===== config.mk =====
export PLATFORM = sky130hd
export DESIGN_NAME = bist_ora_misr
export DESIGN_NICKNAME = d
export VERILOG_FILES = /design/src/rtl/bist_ora_misr.sv
export SDC_FILE = /design/constraint.sdc
export NUM_CORES = 1
export LEC_CHECK = 0
export ABC_CLOCK_PERIOD_IN_PS = 4600
export CELL_PAD_IN_SITES_DETAIL_PLACEMENT = 0
export CELL_PAD_IN_SITES_GLOBAL_PLACEMENT = 1
export CORE_MARGIN = 2
export CORE_UTILIZATION = 32
export DETAILED_ROUTE_END_ITERATION = 16
export GPL_TIMING_DRIVEN = 1
export PLACE_DENSITY_LB_ADDON = 0.1
export SLEW_MARGIN = 10
export SYNTH_ARGS = -nofsm -noshare
export SYNTH_HDL_FRONTEND = slang
export SYNTH_SLANG_ARGS = --single-unit

===== constraint.sdc =====
create_clock -name clk -period 4.6 [get_ports clk]
set_input_delay 0.92 -clock clk [delete_from_list [all_inputs] [get_ports clk]]
set_output_delay 0.92 -clock clk [all_outputs]
set_load 0.005 [all_outputs]

===== src/rtl/bist_ora_misr.sv =====
// bist_ora_misr: run-controlled 16-bit MISR over ALU results; BIST_ORA_SELFCHECK_EN adds the GOLDEN verdict
module bist_ora_misr #(
  parameter logic [15:0] SEED = 16'hFFFF,
  parameter int PATTERNS = 255,
  parameter int WARMUP = 2,
  parameter logic [15:0] GOLDEN = 16'h0000
) (
  input  logic        clk,
  input  logic        reset,
  input  logic        start,
  input  logic [7:0]  sum,
  input  logic        cout,
  input  logic [7:0]  sub,
  input  logic        borrow,
  input  logic [15:0] mul,
  input  logic [7:0]  out_xor,
  input  logic [7:0]  out_xnor,
  input  logic [7:0]  out_nand,
  input  logic [7:0]  out_ll,
  input  logic [7:0]  out_lr,
  output logic        busy,
  output logic        done,
  output logic        pass,
  output logic [15:0] signature,
  output logic [15:0] pat_cnt
);
  typedef enum logic [1:0] {S_IDLE, S_WARM, S_COMP, S_DONE} state_t;
  state_t state;
  logic [3:0] wcnt;
  logic [79:0] v;
  logic [15:0] fold, sig_next;
  logic hit;
  assign v = {6'b0, cout, borrow, mul, sum, sub, out_xor, out_xnor, out_nand, out_ll, out_lr};
  assign fold = v[15:0] ^ v[31:16] ^ v[47:32] ^ v[63:48] ^ v[79:64];
  assign sig_next = {signature[14:0], signature[15] ^ signature[11] ^ signature[2] ^ signature[0]} ^ fold;
`ifdef BIST_ORA_SELFCHECK_EN
  assign hit = sig_next == GOLDEN;
`else
  logic unused_golden;
  assign unused_golden = ^GOLDEN;
  assign hit = 1'b0;
`endif
  always_ff @(posedge clk) begin
    if (reset) begin
      state <= S_IDLE;
      signature <= SEED;
      pat_cnt <= '0;
      busy <= 1'b0;
      done <= 1'b0;
      pass <= 1'b0;
      wcnt <= '0;
    end else begin
      case (state)
        S_IDLE, S_DONE: if (start) begin
          signature <= SEED;
          pat_cnt <= '0;
          done <= 1'b0;
          pass <= 1'b0;
          busy <= 1'b1;
          wcnt <= '0;
          state <= (WARMUP == 0) ? S_COMP : S_WARM;
        end
        S_WARM: begin
          wcnt <= wcnt + 4'd1;
          if (wcnt == 4'(WARMUP - 1)) state <= S_COMP;
        end
        S_COMP: begin
          signature <= sig_next;
          pat_cnt <= pat_cnt + 16'd1;
          if (pat_cnt == 16'(PATTERNS - 1)) begin
            state <= S_DONE;
            busy <= 1'b0;
            done <= 1'b1;
            pass <= hit;
          end
        end
        default: state <= S_IDLE;
      endcase
    end
  end
endmodule


==> metrics.txt, run 1 <==
LEAKAGE=1.27 nW; Remaining Overflow, GRT=0; Post-CTS Setup Bufs=0; Die Y=91.6 µm; Port Buffer Count=110; largest net degree at the start of global routing=23; clock sinks=40; Synth area leaders=dfxtp_1 33%, xnor2_1 26%, nor2_1 6.1%; Setup Viol. Count Final=0; most common flop cell mapped by yosys=dfxtp_1; post-cts sizing count=0; Tcrit/Tclk final=0.618; synth-to-layout area growth=53.3%; CTS H-Tree Depth=2; Slew @ Worst Pin=1040 ps; Worst R2R Path Depth=7; GPL Wtd Cong=0.780; Setup TNS=0 ps; most common cell in the netlist=xnor2_1; total CTS buffers=5; CP startpoint kind=primary input; RR Startpoint=state[0]; syn_area_per_cell=8.27 µm²; CP Class=in -> reg; die width=91.6 µm; # DRC=0; R2R Path End=pat_cnt[12]; Post-Syn Instances=297; post-synth cell types=37; die area=8390 µm²; max-cap violations=0; peak fanout along the critical path=20; DP Wirelength=4.68 mm; final count of hold timing violations=0; Synth Register Bits=40; status=complete, no violations; clk slew on worst S/H paths=80 ps; layout cells sized above 1=0.0347; num ports=112; Peak VDD IR=0.149 mV; Rows=31; setup slack at placement=1440 ps; Post-DP Area=3640 µm²; Root Buffer Master=clkbuf_8; dominant cell type by area after synthesis=dfxtp_1; Synthesized Nets=381; Ys Warns=0; Finished Cell Area=3760 µm²; Post-synth top cells=74 x xnor2_1, 40 x dfxtp_1, 40 x nor2_1; Initial Util=0.335; GRT Resource Usage Total=0.150; first-pass GRT wire length=10.2 mm; TritonRoute pass-1 iters=4; Critical Path Start=start; Slew Limit Fails=0; FILL cells=703; Setup crit end=pat_cnt[12]; cell area after synthesis=2450 µm²; unrepaired setup endpoints after global routing=false; # diodes=0; Post-synth ARST share=0; CTS tree=built; Longest Clk Path Bufs=2; Slew HR=0.300; worst min path class=reg -> reg; vias in the first global route=2269; f_max=352 MHz; nets=487; Clock Latency Late Sink=300 ps; Post-Route WL=6.09 mm; Routed Antenna Nets=0; WHS Path Cells=2; Initial DRC Count=54; top-area cell type share of the netlist area=0.326; post-synthesis sequential area ratio=0.326; area of the core=7330 µm²; EDFF count, synth=0; Crit path required time=4820 ps; Cell Pwr Density=325 nW/µm²; arrival time worst endpoint=3060 ps; Hold Buf Count CTS=0; final worst slack=1760 ps; Crit. End Element=flop; vias=2257; min Tclk post-route=2840 ps; initial antenna violation count=0; drt wl/cell=12.1 µm; Vias/cell=4.49; skew final=6.09 ps; reg2reg setup slack=2070 ps
==> where the power goes <==
part / total [mW] / switching, mW / internal, mW
Clock: 0.316 / 0.125 / 0.192
Combinational: 0.490 / 0.244 / 0.246
Sequential: 0.418 / 0.0365 / 0.382
Total: 1.22 / 0.405 / 0.819
==> worst min-delay path by stage <==
stage / from / to
3_3_place_gp: done / done
4_1_cts: done / done
2_1_floorplan: done / done
6_report: done / done
5_1_grt: done / done
3_5_place_dp: done / done
==> critical path: stages <==
cell and delay, ps:
clkdlybuf4s50_1 580, mux2_2 480, nand3_1 220, or2_2 380, or3_1 320, a21oi_1 150
==> per-stage QoR <==
step / hold slack, ps / std cells / util / power (mW)
2_1_floorplan: 460 / 297 / - / 0.733
3_3_place_gp: 487 / 495 / 0.496 / 0.919
3_5_place_dp: 478 / 495 / 0.496 / 0.923
4_1_cts: 498 / 503 / 0.513 / 1.24
5_1_grt: 537 / 503 / 0.513 / 1.31
6_report: 510 / 503 / 0.513 / 1.22
==> per-layer routing <==
layer,part of all wire,GRT usage
met4,0.012,0.0505
met3,0.083,0.0564
met2,0.47,0.246
met1,0.43,0.180
met5,0,0
==> cells in the final DEF, fill, tap and decap left out, types with 2 or more instances in the layout <==
cell | netlist | routed
nor2_1 | 40 | 40
clkdlybuf4s50_1 | 0 | 110
nand4_1 | 2 | 2
a22oi_1 | 2 | 2
nor3_1 | 20 | 20
a21oi_1 | 13 | 13
xnor2_1 | 74 | 74
xor2_1 | 11 | 11
ha_1 | 7 | 7
o21ai_0 | 22 | 22
nand2_1 | 13 | 13
inv_1 | 9 | 9
clkbuf_8 | 0 | 7
nand3_1 | 5 | 5
and3_1 | 2 | 2
dfxtp_1 | 40 | 40
or3_1 | 5 | 5
==> final cells by class <==
class / instances / area [µm²] / area share
clock buffers: 7 / 96.3 / 0.0256
clock inverters: 1 / 30.0 / 0.00798
repair buffers: 111 / 1110 / 0.295
multi-input cells: 235 / 1570 / 0.416
flip-flops and latches: 40 / 801 / 0.213
inverters: 10 / 37.5 / 0.00997
well taps: 99 / 124 / 0.0329
==> sequential cells by signal, summed over array words and instances, names as in the netlist <==
register	cells
wcnt	4
state	2
done	1
busy	1
signature	16
pat_cnt	16
==> cells by family after synthesis <==
family          Yosys count  synth area share
simple gates             96             0.186
xor+xnor                 85             0.303
compound gates           43            0.0973
flops                    40             0.326
buf+inv                  22            0.0372
fa+ha+maj                 7            0.0357
mux                       3            0.0127
other cells               1           0.00153
Note: power is estimated with default switching activity, not from simulation.
==> run 2: changes to the inputs <==
--- a/config.mk
+++ b/config.mk
@@ -5,11 +5,11 @@
 export SDC_FILE = /design/constraint.sdc
 export NUM_CORES = 1
 export LEC_CHECK = 0
-export ABC_CLOCK_PERIOD_IN_PS = 4600
+export ABC_CLOCK_PERIOD_IN_PS = 2600
 export CELL_PAD_IN_SITES_DETAIL_PLACEMENT = 0
 export CELL_PAD_IN_SITES_GLOBAL_PLACEMENT = 1
 export CORE_MARGIN = 2
-export CORE_UTILIZATION = 32
+export CORE_UTILIZATION = 27
 export DETAILED_ROUTE_END_ITERATION = 16
 export GPL_TIMING_DRIVEN = 1
 export PLACE_DENSITY_LB_ADDON = 0.1
==> constraint.sdc (replaced) <==
create_clock -name clk -period 2.6 [get_ports clk]
set_input_delay 0.52 -clock clk [delete_from_list [all_inputs] [get_ports clk]]
set_output_delay 0.52 -clock clk [all_outputs]
set_load 0.005 [all_outputs]
==> metrics.txt, run 2 (synthesized netlist as in run 1, its figures left out) <==
arrival time worst endpoint=2450 ps (was 3060 ps); initial antenna violation count=0 (unchanged); status=complete, no violations (unchanged); Die Y=99.4 µm (was 91.6 µm); RR Startpoint=state[0] (unchanged); overall power=2.07 mW (was 1.22 mW); GRT Resource Usage Total=0.131 (was 0.150); Crit path required time=2830 ps (was 4820 ps); Root Buffer Master=clkbuf_8 (unchanged); Vias/cell=4.39 (was 4.49); clock sinks=40 (unchanged); GPL Wtd Cong=0.705 (was 0.780); Crit. End Element=flop (unchanged); reg2reg setup slack=380 ps (was 2070 ps); CTS tree=built (unchanged); clk slew on worst S/H paths=80 ps (about the same); Initial Util=0.280 (was 0.335); commonest non-fill, non-tap cell in the layout=clkdlybuf4s50_1 (unchanged); Port Buffer Count=110 (unchanged); Remaining Overflow, GRT=0 (unchanged); Slew Limit Fails=0 (unchanged); max-cap violations=0 (unchanged); LEAKAGE=1.28 nW (was 1.27 nW); die width=99.4 µm (was 91.6 µm); Initial DRC Count=33 (was 54); Longest Clk Path Bufs=2 (unchanged); unrepaired setup endpoints after global routing=false (unchanged); area of the core=8760 µm² (was 7330 µm²); top flop regs=pat_cnt (16), signature (16), wcnt (4) (unchanged); Clock Latency Late Sink=290 ps (was 300 ps); CP startpoint kind=flop (was primary input); Tcrit/Tclk final=0.855; final count of hold timing violations=0 (unchanged); nets=493 (was 487); CTS H-Tree Depth=2 (unchanged); Rows=34 (was 31); largest net degree at the start of global routing=22 (was 23); most frequent cells in the layout=110 x clkdlybuf4s50_1, 74 x xnor2_1, 40 x nor2_1, 40 x dfxtp_1, 22 x o21ai_0 (unchanged); Worst R2R Path Depth=6 (was 7); TritonRoute pass-1 iters=4 (unchanged); drt wl/cell=12.0 µm (was 12.1 µm); DP Wirelength=4.89 mm (was 4.68 mm); Critical Path Start=state[0] (was start); Routed Antenna Nets=0 (unchanged); first-pass GRT wire length=10.4 mm (was 10.2 mm); post-cts sizing count=0 (unchanged); R2R Path End=pat_cnt[9] (was pat_cnt[12]); Setup crit end=pat_cnt[9] (was pat_cnt[12]); Peak VDD IR=0.186 mV (was 0.149 mV); layout cells sized above 1=0.0439 (was 0.0347); vias in the first global route=2183 (was 2269); peak fanout along the critical path=7 (was 20); total CTS buffers=5 (unchanged); Hold Buf Count CTS=0 (unchanged); Setup Viol. Count Final=0 (unchanged); vias=2274 (was 2257); Post-Route WL=6.22 mm (was 6.09 mm); num ports=112 (unchanged); worst min path class=reg -> reg (unchanged); min Tclk post-route=2220 ps; CP Class=reg -> reg (was in -> reg); skew final=8.43 ps (was 6.09 ps); # diodes=0 (unchanged); Cell Pwr Density=548 nW/µm² (was 325 nW/µm²); synth-to-layout area growth=54.1% (was 53.3%); # DRC=0 (unchanged); Setup TNS=0 ps (unchanged); die area=9870 µm² (was 8390 µm²); f_max=450 MHz; Post-CTS Setup Bufs=0 (unchanged)
[run 2: cell types whose count changed in the layout (fill, tap and decap cells not counted), sizes merged]
cell / before / now
clkbuf: 7 / 8
buf: 1 / 7
bufinv: 1 / 0
[run 2: worst min-delay path by stage]
stage          depth (start not counted)         from          end  slack [ps]
2_1_floorplan                          2         done         done         460
3_3_place_gp                           2         done         done         460
3_5_place_dp                           2         done         done         470
4_1_cts                                2         done         done         500
5_1_grt                                2  pat_cnt[12]  pat_cnt[12]         540
6_report                               2         done         done         490
[run 2: where the power goes]
group / switching (mW) / leakage (nW) / internal [mW]
clock network: 0.216 / 0.0455 / 0.217
logic: 0.442 / 0.913 / 0.458
registers: 0.0642 / 0.324 / 0.675
[run 2: worst max-delay path: stages, from the launching register on]
cell     delay [ps]
dfxtp_1         380
inv_1            60
ha_1            400
mux2i_2         200
or4_1           620
or3_1           360
a21oi_1         140
[run 2: stage by stage]
step	setup slack, ps	instance area [µm²]	cells	hold slack, ps	util
floorplan	537	2450	297	460	-
global placement	279	3690	510	455	0.421
detailed placement	241	3690	510	471	0.421
CTS	361	3780	518	502	0.432
global route	261	3780	518	536	0.432
finish	377	3780	518	491	0.432
[run 2: area by class of cell]
| cell class | count | area, µm² |
|---|---|---|
| inverters | 10 | 37.5 |
| multi-input cells | 235 | 1570 |
| clock buffers | 8 | 90.1 |
| well taps | 108 | 135 |
| fillers | 908 | 4980 |
| repair buffers | 117 | 1150 |
| flip-flops and latches | 40 | 801 |
[run 2: routing by layer]
metal  wire length, µm  GRT usage
met1              2910      0.177
met2              2770      0.202
met3               465     0.0358
met4                71     0.0411
met5                 0          0
